`src/rtl/seq_mul_pkg.sv`:
```
// Shared types and constants for the seq_mul shift-and-add multiplier.
// The optional SEQ_MUL_SIGNED_EN build lives entirely in seq_mul.sv.
package seq_mul_pkg;

  localparam int SEQ_MUL_WIDTH = 32;

  typedef enum logic [1:0] {
    IDLE = 2'd0,
    RUN  = 2'd1,
    DONE = 2'd2
  } state_t;

  // Bits needed to hold an iteration count running from w down to 1.
  function automatic int count_bits(input int w);
    return $clog2(w + 1);
  endfunction

endpackage

```
`src/rtl/seq_mul.sv`:
```
// seq_mul: radix-2 shift-and-add multiplier, one iteration per clock, WIDTH iterations.
// Define SEQ_MUL_SIGNED_EN for two's complement operands; the default build is unsigned.
module seq_mul
  import seq_mul_pkg::*;
#(
  parameter int WIDTH = SEQ_MUL_WIDTH
) (
  input  logic               clk,
  input  logic               rst,
  input  logic               in_valid,
  output logic               in_ready,
  input  logic [WIDTH-1:0]   a,
  input  logic [WIDTH-1:0]   b,
  output logic               out_valid,
  input  logic               out_ready,
  output logic [2*WIDTH-1:0] out
);

  localparam int            CW    = count_bits(WIDTH);
  localparam logic [CW-1:0] ITERS = CW'(WIDTH);

  state_t             state, state_nxt;
  logic [WIDTH-1:0]   mcand;
  logic [WIDTH-1:0]   acc_hi;
  logic [WIDTH-1:0]   mplr;
  logic [CW-1:0]      count;
  logic [WIDTH:0]     sum;
  logic [WIDTH-1:0]   acc_hi_nxt;
  logic [WIDTH-1:0]   mplr_nxt;
  logic [2*WIDTH-1:0] product;
  logic [2*WIDTH-1:0] result;
  logic [2*WIDTH-1:0] out_q;
  logic [WIDTH-1:0]   a_mag;
  logic [WIDTH-1:0]   b_mag;
  logic               accept;
  logic               last_iter;

  assign accept    = in_valid && in_ready;
  assign last_iter = (state == RUN) && (count == CW'(1));

  // NOTE: every signal driven in always_comb gets a default first, so no path can infer a latch.
  always_comb begin
    state_nxt = state;
    in_ready  = 1'b0;
    out_valid = 1'b0;
    unique case (state)
      IDLE: begin
        in_ready = 1'b1;
        if (in_valid) state_nxt = RUN;
      end
      RUN: begin
        if (last_iter) state_nxt = DONE;
      end
      DONE: begin
        out_valid = 1'b1;
        if (out_ready) state_nxt = IDLE;
      end
      default: state_nxt = IDLE;
    endcase
  end

  // One iteration: the multiplier LSB gates an add into the upper half, the carry is
  // kept, then {carry, acc_hi, mplr} shifts right so the product fills in from the top.
  always_comb begin
    sum        = {1'b0, acc_hi} + (mplr[0] ? {1'b0, mcand} : '0);
    acc_hi_nxt = sum[WIDTH:1];
    mplr_nxt   = {sum[0], mplr[WIDTH-1:1]};
    product    = {acc_hi_nxt, mplr_nxt};
  end

`ifdef SEQ_MUL_SIGNED_EN
  logic neg_q;

  // The magnitude of the most negative value is its own bit pattern read as unsigned.
  assign a_mag  = a[WIDTH-1] ? -a : a;
  assign b_mag  = b[WIDTH-1] ? -b : b;
  assign result = neg_q ? -product : product;

  always_ff @(posedge clk) begin
    if (rst) begin
      neg_q <= 1'b0;
    end else if (accept) begin
      neg_q <= a[WIDTH-1] ^ b[WIDTH-1];
    end
  end
`else
  assign a_mag  = a;
  assign b_mag  = b;
  assign result = product;
`endif

  // NOTE: sequential state uses non-blocking assignments so every register samples pre-edge values.
  always_ff @(posedge clk) begin
    if (rst) begin
      state <= IDLE;
    end else begin
      state <= state_nxt;
    end
  end

  // NOTE: datapath registers are reset too, because out must read zero straight after reset.
  always_ff @(posedge clk) begin
    if (rst) begin
      mcand  <= '0;
      acc_hi <= '0;
      mplr   <= '0;
      count  <= '0;
      out_q  <= '0;
    end else if (accept) begin
      mcand  <= a_mag;
      mplr   <= b_mag;
      acc_hi <= '0;
      count  <= ITERS;
    end else if (state == RUN) begin
      acc_hi <= acc_hi_nxt;
      mplr   <= mplr_nxt;
      count  <= count - 1'b1;
      // The final iteration's product lands in out on the same edge that enters DONE.
      if (last_iter) out_q <= result;
    end
  end

  assign out = out_q;

endmodule
```
`config.mk`:
```
export PLATFORM = sky130hd
export DESIGN_NAME = seq_mul
export DESIGN_NICKNAME = d
export VERILOG_FILES = /design/src/rtl/seq_mul_pkg.sv /design/src/rtl/seq_mul.sv
export SDC_FILE = /design/constraint.sdc
export NUM_CORES = 1
export LEC_CHECK = 0
export ABC_AREA = 1
export ABC_CLOCK_PERIOD_IN_PS = 2700
export BUFFER_PORTS_ARGS = -buffer_cell sky130_fd_sc_hd__buf_2
export CAP_MARGIN = 20
export CORE_ASPECT_RATIO = 1.5
export CORE_UTILIZATION = 55
export CTS_CLUSTER_SIZE = 8
export DETAILED_ROUTE_END_ITERATION = 10
export PLACE_DENSITY = 0.77
export RECOVER_POWER = 25
export REMOVE_ABC_BUFFERS = 1
export SYNTH_ARGS = -nofsm -noshare
export SYNTH_HDL_FRONTEND = slang
export SYNTH_SLANG_ARGS = --single-unit
```
`constraint.sdc`:
```
create_clock -name clk -period 2.7 [get_ports clk]
set_input_delay 0 -clock clk [delete_from_list [all_inputs] [get_ports clk]]
set_output_delay 0 -clock clk [all_outputs]
set_load 0.02 [all_outputs]
```
==> run_results.csv <==
group,metric,value,unit
outcome,outcome,"finished, final reports clean",
drt,vias,9298,
placed_design,place.gp.congestion,0.9813,
synthesis,syn-cell-area,0.008997,sq mm
grt,grt_pass1_wl,41.52,mm
power_and_ir_drop,switching_power,1.726,mW
critical_path,path_cells,"buf_4 > nand2_1 > inv_1 > ha_1 > nand2_1 > nand3_1 > nand2_1 > nand2_1 > nand2_1 > nand2_1 > nand2_1 > nand2_1 > nand2_1 > nand3_1 > nand2_1 > inv_1",
power_and_ir_drop,pwr-share-clk,41.0,%
floorplan,coreArea,0.01584,sq mm
grt,grt_antenna_before_repair,0,
power_and_ir_drop,pwr-share-comb,13.0,%
sta,fin_skew,10.10,ps
grt,grt_max_degree,59,
critical_path,timing.rr.end,"out[62]",
synthesis,yosys.cell_count.top_type,"nand2_1",
drt,viasPerCell,5.129,
floorplan,die_w,106.4,um
critical_path,path_common_cell,"nand2_1",
cells_and_area,fillCellCount,1431,
synthesis,yosys.area.top_type,"dfxtp_1",
grt,grt-ovfl-total,0,
power_and_ir_drop,vdd_drop_max,389.5,uV
power_and_ir_drop,p_seq_share,46.0,%
grt,grtUsageTotal,31.56,%
floorplan,io_pins,134,
sta,rsz0062_at_grt,"no",
placed_design,pre_cts_slack,224.0,ps
power_and_ir_drop,totalPowerFinal,5.863,mW
clocking,cts_buffer_depth,2,
critical_path,required,3040,ps
cells_and_area,num_antenna_cells,0,
floorplan,dieArea,0.01688,sq mm
placed_design,dp_cells,1715,
power_and_ir_drop,p_int,4.137,mW
critical_path,endpoint_kind,"flop",
clocking,clk_pin_slew,80,ps
cells_and_area,fin_nets,1700,
placed_design,dpl.hpwl,18.08,mm
critical_path,timing.critical_path.buf_inv,3,
hold_path,hold_depth,5,
clocking,post-cts-setup-buffers,0,
sta,fin_ws,244.4,ps
critical_path,critPathMaxStageDelay,450,ps
synthesis,ys_seq_elements,168,
critical_path,critPathMaxFanout,13,
synthesis,netlist_instances,1425,
drt,antenna_left,0,
critical_path,reg2reg_depth,16,
clocking,cts_root_buf,"clkbuf_16",
critical_path,rr_startpoint,"mplr[0]",
sta,slew_viol_final,0,
synthesis,syn_avg_cell_area,6.314,sq um
synthesis,ys.flop_type,"dfxtp_1",
synthesis,synth-edff-count,0,
drt,drtIter0Drc,526,
synthesis,ys_top_cells_by_area,"dfxtp_1 37%, nand2_1 19%, inv_1 8.9%, nor2_1 8.6%, ha_1 4.7%",
power_and_ir_drop,leakage,5.641,nW
critical_path,start_kind,"flop",
hold_path,min_from,"in_valid",
sta,worst_slew_pin_slew,785.0,ps
critical_path,worst-path-stages,16,
floorplan,initial_core_util,56.82,%
clocking,cts_buffers,17,
critical_path,r2r_slack,240,ps
sta,setup_viol,0,
synthesis,synth_top_cells_by_count,"463 x nand2_1, 213 x inv_1, 205 x nor2_1",
cells_and_area,multi_input_area,0.004523,sq mm
floorplan,dieHeight,158.6,um
sta,slew_headroom,47.59,%
job,max_cap_viol_count,0,
cells_and_area,drive_gt1_share,8.323,%
sta,clock.fmax,407.2,MHz
critical_path,cpMaxStageDelayCell,"dfxtp_1",
power_and_ir_drop,power_density,538.0,mW/mm^2
clocking,clk_latency,430,ps
clocking,clock-sinks,168,
sta,post-route-period-util,90.95,%
critical_path,cp_data_arrival_time,2790,ps
drt,drtPass1Iterations,5,
synthesis,yosysUniqueCellTypes,31,
drt,routed_wl,26.12,mm
drt,drc,0,
hold_path,hold_class,"in -> reg",
drt,detail_route.wl_per_cell,14.41,um
sta,hold_viol_final,0,
placed_design,io_buffers,133,
cells_and_area,area_growth,21.12,%
hold_path,min_to,"mplr[12]",
clocking,htreeDepth,4,
sta,period_needed,2456,ps
power_and_ir_drop,swShare,29.44,%
floorplan,rows,56,
grt,grt_pass1_vias,9087,
synthesis,synthArstFlopShare,0,%
critical_path,critPathTopFamily,"simple AND/OR/NAND/NOR gates",
synthesis,synth_top_area_share,37.38,%
critical_path,crit_type,"reg -> reg",
cells_and_area,register_area,0.003363,sq mm
synthesis,synth_warnings,0,
clocking,cts_tree,"yes",
cells_and_area,finalNonFillerCells,1813,
synthesis,ys_seq_area_share,37.38,%
worst max path at each step:
stage          startpoint          to  slack [ps]
2_1_floorplan    state[0]     out[36]        -970
5_1_grt           mplr[0]  acc_hi[30]          20
4_1_cts           mplr[0]  acc_hi[19]         210
3_3_place_gp      mplr[0]  acc_hi[19]         250
3_5_place_dp      mplr[0]  acc_hi[19]         220
6_report          mplr[0]     out[62]         240
tightest hold or removal path, delay by kind of cell:
| kind | cells | cell delay [ps] |
|---|---|---|
| buffers and inverters | 2 | 210 |
| AO/OA/AOI/OAI | 1 | 70 |
| AND/OR/NAND/NOR | 2 | 150 |
power by group through the flow:
stage | logic (mW) | registers, mW | clock network [mW]
2_1_floorplan | 0.429 | 2.74 | 0
3_3_place_gp | 0.666 | 2.75 | 0
3_5_place_dp | 0.678 | 2.75 | 0
4_1_cts | 0.753 | 2.69 | 2.44
5_1_grt | 0.850 | 2.71 | 2.53
6_report | 0.761 | 2.70 | 2.41
metal layers:
metal / share of wire, % / global-route usage, %
met1: 39 / 31.21
met4: 4.1 / 17.55
met5: 0 / 0
met2: 53 / 60.98
met3: 4.3 / 6.140
sequential cells by signal, indices dropped and copies added (netlist names):
signal and count:
count 6, acc_hi 32, mcand 32, mplr 32, out 64, state 2
area by class of cell:
class                   count  area share, %
clock buffers              17          3.904
clock inverters            15          1.447
inverters                 218          7.509
multi-input cells         982          41.50
flip-flops and latches    168          30.86
well taps                 203          2.331
repair buffers            210          12.45
layout by cell type (no fill, tap or decap), drive strengths merged:
master / n
nand2: 465
inv: 226
nor2: 211
dfxtp: 168
buf: 87
clkbuf: 75
nand3: 74
dlygate4sd3: 65
a21oi: 65
o21ai: 59
ha: 34
a31oi: 32
xor2: 9
o211ai: 6
nand4: 5
xnor2: 5
a21o: 5
nor3: 4
clkinv: 4
o21bai: 3
clkinvlp: 3
and2: 1
nand3b: 1
or2: 1
and3: 1
fa: 1
cell families (layout without fill, tap and decap cells):
kind of cell | count (synthesis) | in the layout | synth area share [%]
adder cells (fa/ha/maj) | 35 | 35 | 4.951
buffers and inverters | 275 | 460 | 12.45
XOR/XNOR | 14 | 14 | 1.363
flip-flops | 168 | 168 | 37.38
AO/OA/AOI/OAI | 170 | 170 | 10.29
AND/OR/NAND/NOR | 763 | 763 | 33.57
what timing repair did:
item                                    4_1_cts  5_1_grt
hold buffers                                 65        0
endpoints found under the setup margin        0        2
resized for setup                             0        2
endpoints found under the hold margin        65        0
through the flow:
stage | area (sq um) | util, % | TNS (ps) | hold WS, ps
floorplan | 8696 | - | -47280 | 69.07
global placement | 9701 | 61.26 | 0 | 249.4
detailed placement | 9701 | 61.26 | 0 | 259.7
CTS | 10930 | 69.05 | 0 | 30.13
global route | 10900 | 68.82 | 0 | 52.21
finish | 10900 | 68.82 | 0 | 58.92
Power figures use the tool's default switching activity.
